===== config.mk =====
export PLATFORM = sky130hd
export DESIGN_NAME = id_ex_pipe_reg
export DESIGN_NICKNAME = d
export VERILOG_FILES = /design/src/rtl/id_ex_pipe_reg.sv
export SDC_FILE = /design/constraint.sdc
export NUM_CORES = 1
export LEC_CHECK = 0
export BUFFER_PORTS_ARGS = -buffer_cell sky130_fd_sc_hd__buf_2
export CELL_PAD_IN_SITES_DETAIL_PLACEMENT = 0
export CELL_PAD_IN_SITES_GLOBAL_PLACEMENT = 1
export CORE_MARGIN = 2
export CORE_UTILIZATION = 32
export CTS_CLUSTER_SIZE = 24
export DETAILED_ROUTE_END_ITERATION = 12
export GPL_TIMING_DRIVEN = 1
export PLACE_DENSITY_LB_ADDON = 0.1
export SLEW_MARGIN = 20
export SYNTH_ARGS = -nofsm -noshare
export SYNTH_HDL_FRONTEND = slang
export SYNTH_SLANG_ARGS = --single-unit

===== constraint.sdc =====
create_clock -name clk -period 5.1 [get_ports clk]
set_input_delay 0.51 -clock clk [delete_from_list [all_inputs] [get_ports clk]]
set_output_delay 0.51 -clock clk [all_outputs]
set_load 0.02 [all_outputs]

===== src/rtl/id_ex_pipe_reg.sv =====
// ID/EX pipeline register for the 5-stage MIPS pipeline.
// Captures the decoded bundle and operands into EX, detects load-use hazards and applies EX flush.
module id_ex_pipe_reg #(
  parameter int unsigned DATA_W = 32,
  parameter int unsigned REG_W  = 5,
  parameter int unsigned CTRL_W = 11
) (
  input  logic              clk,
  input  logic              rst,
  input  logic              id_valid,
  input  logic [CTRL_W-1:0] id_ctrl,
  input  logic [DATA_W-1:0] id_rs_data,
  input  logic [DATA_W-1:0] id_rt_data,
  input  logic [DATA_W-1:0] id_imm,
  input  logic [DATA_W-1:0] id_pc4,
  input  logic [REG_W-1:0]  id_rs,
  input  logic [REG_W-1:0]  id_rt,
  input  logic [REG_W-1:0]  id_rd,
  input  logic              flush,
  input  logic              hold,
  output logic              hazard_stall,
  output logic              ex_valid,
  output logic [CTRL_W-1:0] ex_ctrl,
  output logic [DATA_W-1:0] ex_rs_data,
  output logic [DATA_W-1:0] ex_rt_data,
  output logic [DATA_W-1:0] ex_imm,
  output logic [DATA_W-1:0] ex_pc4,
  output logic [REG_W-1:0]  ex_rs,
  output logic [REG_W-1:0]  ex_rt,
  output logic [REG_W-1:0]  ex_rd
);

  localparam int unsigned MEM_READ_BIT = 4;

  logic load_use;
  logic bubble;

  // $zero as the load target can never feed a stale value, so it is excluded.
  always_comb begin
    load_use = ex_valid & ex_ctrl[MEM_READ_BIT] & (ex_rt != '0) &
               ((ex_rt == id_rs) | (ex_rt == id_rt)) & id_valid;
    hazard_stall = load_use & ~flush & ~hold;
    bubble = load_use | ~id_valid;
  end

  always_ff @(posedge clk or posedge rst) begin
    if (rst) begin
      ex_valid   <= 1'b0;
      ex_ctrl    <= '0;
      ex_rs_data <= '0;
      ex_rt_data <= '0;
      ex_imm     <= '0;
      ex_pc4     <= '0;
      ex_rs      <= '0;
      ex_rt      <= '0;
      ex_rd      <= '0;
    end else if (flush || !hold) begin
      // Flush outranks hold; bubbles still load the datapath fields, only control is zeroed.
      ex_rs_data <= id_rs_data;
      ex_rt_data <= id_rt_data;
      ex_imm     <= id_imm;
      ex_pc4     <= id_pc4;
      ex_rs      <= id_rs;
      ex_rt      <= id_rt;
      ex_rd      <= id_rd;
      if (flush || bubble) begin
        ex_ctrl  <= '0;
        ex_valid <= 1'b0;
      end else begin
        ex_ctrl  <= id_ctrl;
        ex_valid <= 1'b1;
      end
    end
  end

endmodule

==> results.yml, run 1 <==
floorplanning:
  ios: 315
  die_height_um: 141.2
  rows: 50
  start_util_pct: 32.43
  die-area_um2: 19940
  core_um2: 18580
  die_w_um: 141.2
worst_setup_path:
  rr_startpoint: "ex_rt[3]$_DFFE_PP0P_"
  cp.required_ns: 4.59
  reg2reg_depth: 4
  crit_fanout: 13
  crit_path_start_kind: "flop"
  cp_num_buf_inv: 1
  endpoint_kind: "primary output"
  max_stage_delay_ns: 0.59
  critPathArrivalTime_ns: 2.27
  cp-startpoint: "ex_rt[3]$_DFFE_PP0P_"
  cp_slowest_cell: "or4_1"
  path_class: "reg2out"
  crit_chain: "or4_1 -> o211ai_2 -> nor3b_1 -> buf_2"
  crit_family: "simple AND/OR/NAND/NOR gates"
  cp.depth: 4
yosys:
  syn-instance-count: 681
  yosysTopAreaCell: "dfrtp_1"
  synth_cell_types: 20
  synth_top_area_share_pct: 64.37
  synth_area_um2: 6026
  syn_nets: 840
  synth-seq-area-share_pct: 64.37
  yosysWarnings: 0
  ys_top_cells_by_area: "dfrtp_1 64%, nand2_1 28%, clkbuf_1 1.9%, a32oi_1 1.6%, xnor2_1 1.5%"
  synth-seq-cells: 155
  syn_avg_cell_area_um2: 8.848
clocking:
  numClockSinks: 155
  cts_setup_buffers: 0
  clock-root-buffer: "clkbuf_16"
  cts_htree_levels: 4
  clkTransAtPathRegs_ns: 0.06
  clock_path_buffers: 2
  cts_resized: 0
  numCtsBuffers: 17
  postCtsHoldBufs: 0
  clk_latency_ns: 0.42
  cts_tree: "done"
timing:
  worstMarginPinSlew_ns: 0.9537
  finalCriticalPeriod_ns: 2.781
  fin_setup_tns_ns: 0
  fin_ws_ns: 2.319
  slew_headroom_pct: 36.42
  fin_crit_sh_pct: 54.52
  fmax_mhz: 359.6
  clock_skew_ns: 0.006629
  finalSetupViolations: 0
  rsz0062_at_grt: "no"
  hold_violations: 0
  slew_violations: 0
  hold_slack_ns: 0.1715
route:
  avgRoutedWirePerCell_um: 14.60
  dr.pass1.iters: 4
  drt_wl_total_um: 17970
  drc: 0
  dr_total_vias: 5394
  drt_iter0_markers: 258
  ant_nets: 0
  via_per_inst: 4.382
layout:
  post-route-util_pct: 45.18
  final_nets: 1143
  drive_gt1_share_pct: 35.61
  finalNonFillerCells: 1231
  diodes: 0
  fillers: 1926
  syn_to_final_growth_pct: 39.31
  stdcell_area_um2: 8394
place:
  place_hpwl_um: 12460
  placed_area_um2: 7812
  port_buffers: 314
  globalplace.congestion: 0.7608
  dp.cells: 1198
  post-place-ws_ns: 2.728
pwr:
  clkPwrFrac_pct: 38.9
  p_total_mw: 3.086
  switching_share_pct: 29.30
  power_density_nw_per_um2: 367.6
  p_leak_nw: 4.773
  p_int_mw: 2.182
  combPwrFrac_pct: 16.2
  switching_power_uw: 904.1
  power_frac_seq_pct: 44.8
  vdd_drop_max_mv: 0.2272
global_route:
  grt_pass1_vias: 5340
  grt_pass1_wl_um: 28480
  grt_overflow_total: 0
  track_usage_pct: 18.25
  grt_antenna_before_repair: 1
  grt_max_degree: 89
min_path:
  hold_class: "in2async"
run_status:
  outcome: "finished clean"
flow_run:
  maxCapViolCount: 0
==> final cells by class <==
class | count | area [um2] | area share (%)
clock buffers | 20 | 436.7 | 5.202
repair buffers | 322 | 1664 | 19.82
clock inverters | 12 | 117.6 | 1.401
multi-input cells | 487 | 1996 | 23.77
well taps | 234 | 292.8 | 3.488
inverters | 1 | 8.758 | 0.1043
flip-flops and latches | 155 | 3879 | 46.21
==> layout by cell type (no fill, tap or decap), types with 2 or more instances in the layout <==
cell type     n
buf_2       314
inv_6         4
xnor2_1      10
o21ai_0      12
buf_4         6
dfrtp_1     155
clkinvlp_4    7
clkbuf_1      3
a32oi_1      11
nand2_1     443
nand3_1       2
clkbuf_16    17
==> synthesized netlist by cell type <==
master / count
buf_1: 2
buf_6: 2
clkbuf_1: 30
o21ai_0: 12
nand2b_1: 1
a32oi_1: 11
a22oi_1: 1
inv_1: 1
xnor2_1: 10
and2_1: 1
nor2_1: 1
o22ai_1: 1
buf_2: 4
or4_1: 1
nor3b_1: 1
o211ai_2: 1
nor2b_1: 1
dfrtp_1: 155
nand2_1: 443
nand3_1: 2
==> flip-flops by register name, summed over array words and instances (netlist names) <==
| name | cells |
|---|---|
| ex_rd | 5 |
| ex_pc4 | 32 |
| ex_rs | 5 |
| ex_ctrl | 11 |
| ex_imm | 32 |
| ex_rs_data | 32 |
| ex_rt_data | 32 |
| ex_rt | 5 |
| ex_valid | 1 |
==> power groups by stage <==
stage | clock, mW | combinational, mW | sequential, mW
detailed placement | 0 | 0.511 | 1.41
finish | 1.20 | 0.501 | 1.38
CTS | 1.24 | 0.511 | 1.39
floorplan | 0 | 0.154 | 1.54
global placement | 0 | 0.510 | 1.40
global route | 1.29 | 0.556 | 1.40
==> per-layer routing <==
metal / part of all wire [%] / global-route usage [%]
met3: 8.3 / 6.556
met5: 0.072 / 0
met4: 1.8 / 6.737
met1: 43 / 22.85
met2: 46 / 29.10
==> kinds of logic after synthesis <==
kind of cell | share of synthesized area [%]
AND/OR/NAND/NOR | 28.38
buffers and inverters | 2.762
flip-flops | 64.37
AO/OA/AOI/OAI | 3.032
XOR/XNOR | 1.453
==> worst paths after layout <==
path / endpoint / slack (ns)
min in group clk: ex_imm[8]$_DFFE_PP0P_ / 0.28
hold reg to reg: ex_rs_data[29]$_DFFE_PP0P_ / 0.46
setup reg to reg: ex_ctrl[9]$_DFFE_PP0P_ / 3.16
hold / removal: ex_rt_data[12]$_DFFE_PP0P_ / 0.17
max in group asynchronous: ex_ctrl[4]$_DFFE_PP0P_ / 3.83
setup / recovery: hazard_stall / 2.32
Power figures use the tool's default switching activity.
==> run 2, diff against run 1 <==
clock period = 2.9 ns   (was 5.1 ns; I/O delays follow)
==> results.yml, run 2 (synthesis results as in run 1) <==
layout:
  syn_to_final_growth_pct: 39.53
  final_nets: 1142
  drive_gt1_share_pct: 35.58
  final_common_cell: "nand2_1"
  post-route-util_pct: 45.25
  final_cell_mix: "443 x nand2_1, 314 x buf_2, 155 x dfrtp_1"
  fillers: 1960
timing:
  clock_skew_ns: 0.006007
  finalSetupViolations: 0
  hold_violations: 0
  finalCriticalPeriod_ns: 2.479
  fin_setup_tns_ns: 0
  slew_violations: 0
  fmax_mhz: 403.3
  worstMarginPinSlew_ns: 0.8708
  fin_crit_sh_pct: 85.49
  rsz0062_at_grt: "no"
  slew_headroom_pct: 41.95
route:
  dr.pass1.iters: 4
  ant_nets: 0
  drt_wl_total_um: 17920
  avgRoutedWirePerCell_um: 14.57
  dr_total_vias: 5363
  drt_iter0_markers: 277
  via_per_inst: 4.360
  drc: 0
pwr:
  p_leak_nw: 4.800
  p_int_mw: 3.932
  switching_share_pct: 28.18
  p_total_mw: 5.475
  power_frac_seq_pct: 44.5
  switching_power_mw: 1.543
  vdd_drop_max_mv: 0.4074
  combPwrFrac_pct: 16.1
  power_density_nw_per_um2: 651.2
  clkPwrFrac_pct: 39.5
floorplanning:
  die_w_um: 141.2
  rows: 50
  ios: 315
  core_um2: 18580
  start_util_pct: 32.43
  die-area_um2: 19940
  die_height_um: 141.2
clocking:
  clock_path_buffers: 2
  numCtsBuffers: 17
  cts_resized: 0
  clock-root-buffer: "clkbuf_16"
  clkTransAtPathRegs_ns: 0.07
  cts_tree: "done"
  numClockSinks: 155
  postCtsHoldBufs: 0
  cts_htree_levels: 4
  cts_setup_buffers: 0
  clk_latency_ns: 0.41
global_route:
  grt_antenna_before_repair: 1
  grt_use_met3_pct: 6.624
  met1_usage_pct: 22.50
  grt_pass1_wl_um: 28310
  met2_usage_pct: 29.46
  grt_overflow_total: 0
  track_usage_pct: 18.11
  busiest_layer: "met2"
  grt_max_degree: 156
  grt_pass1_vias: 5282
place:
  place_hpwl_um: 12080
  port_buffers: 314
  globalplace.congestion: 0.7442
min_path:
  hold_start: "id_rs_data[4]"
  hold_class: "in2reg"
worst_setup_path:
  critPathArrivalTime_ns: 2.19
  rr_startpoint: "ex_rt[3]$_DFFE_PP0P_"
  path_class: "reg2out"
  cp.required_ns: 2.61
  endpoint_kind: "primary output"
  crit_path_start_kind: "flop"
  crit_fanout: 13
  cp-startpoint: "ex_rt[2]$_DFFE_PP0P_"
flow_run:
  maxCapViolCount: 0
run_status:
  outcome: "finished clean"
==> run 2: cell types whose count changed in the layout (fill, tap and decap cells not counted), sizes merged <==
| cell | change |
|---|---|
| clkinvlp | -5 |
| bufinv | +1 |
| inv | -4 |
| diode | +1 |
| clkinv | +7 |
| buf | -1 |
==> run 2: worst paths after layout <==
kind                       cells after the start                         end  slack [ns]
setup / recovery                               6                hazard_stall        0.42
hold / removal                                 3   ex_rs_data[4]$_DFFE_PP0P_        0.06
setup reg to reg                               5      ex_ctrl[9]$_DFFE_PP0P_        1.16
hold reg to reg                                2       ex_pc4[1]$_DFFE_PP0P_        0.46
max in group asynchronous                      3  ex_rt_data[22]$_DFFE_PP0P_        2.11
min in group asynchronous                      3      ex_imm[16]$_DFFE_PP0P_        0.12
==> run 2: layer usage <==
metal  routed length [um]  up-vias  share of wire (%)
li1                     -     2699                  -
met1                 7656     2464                 43
met2                 8458      187                 47
met3                 1547       13                8.6
met4                  257        0                1.4
met5                    0        -                  0
==> run 2: area by class of cell <==
cell class	count	area [um2]	area share, %
multi-input combinational	487	1996	23.74
tap	234	292.8	3.482
antenna	1	2.502	0.02976
timing repair buffer	321	1662	19.76
clock buffer	20	446.7	5.312
inverter	1	7.507	0.08929
clock inverter	11	122.6	1.458
sequential	155	3879	46.13
==> run 2: per-stage QoR <==
stage,setup WS (ns),std cells,hold slack [ns],cell area (um2)
finish,0.4207,1230,0.06495,8408
global route,0.2092,1230,0.04873,8408
CTS,0.4000,1229,0.03762,8406
detailed placement,0.8719,1198,0.4500,7836
global placement,0.8715,1198,0.4446,7836
floorplan,0.6511,681,0.4025,6030
==> run 2: worst max-delay path, stage by stage (launching register included) <==
cell and delay, ns:
dfrtp_1 0.45, xnor2_1 0.18, nand3_1 0.08, o22ai_1 0.25, buf_4 0.24, nor3b_1 0.34, buf_2 0.24
==> run 2: power groups by stage <==
stage	clock [mW]	combinational [mW]	sequential, mW
floorplan	0	0.271	2.70
global placement	0	0.900	2.47
detailed placement	0	0.901	2.47
CTS	2.24	0.900	2.44
global route	2.33	0.976	2.46
finish	2.16	0.879	2.43
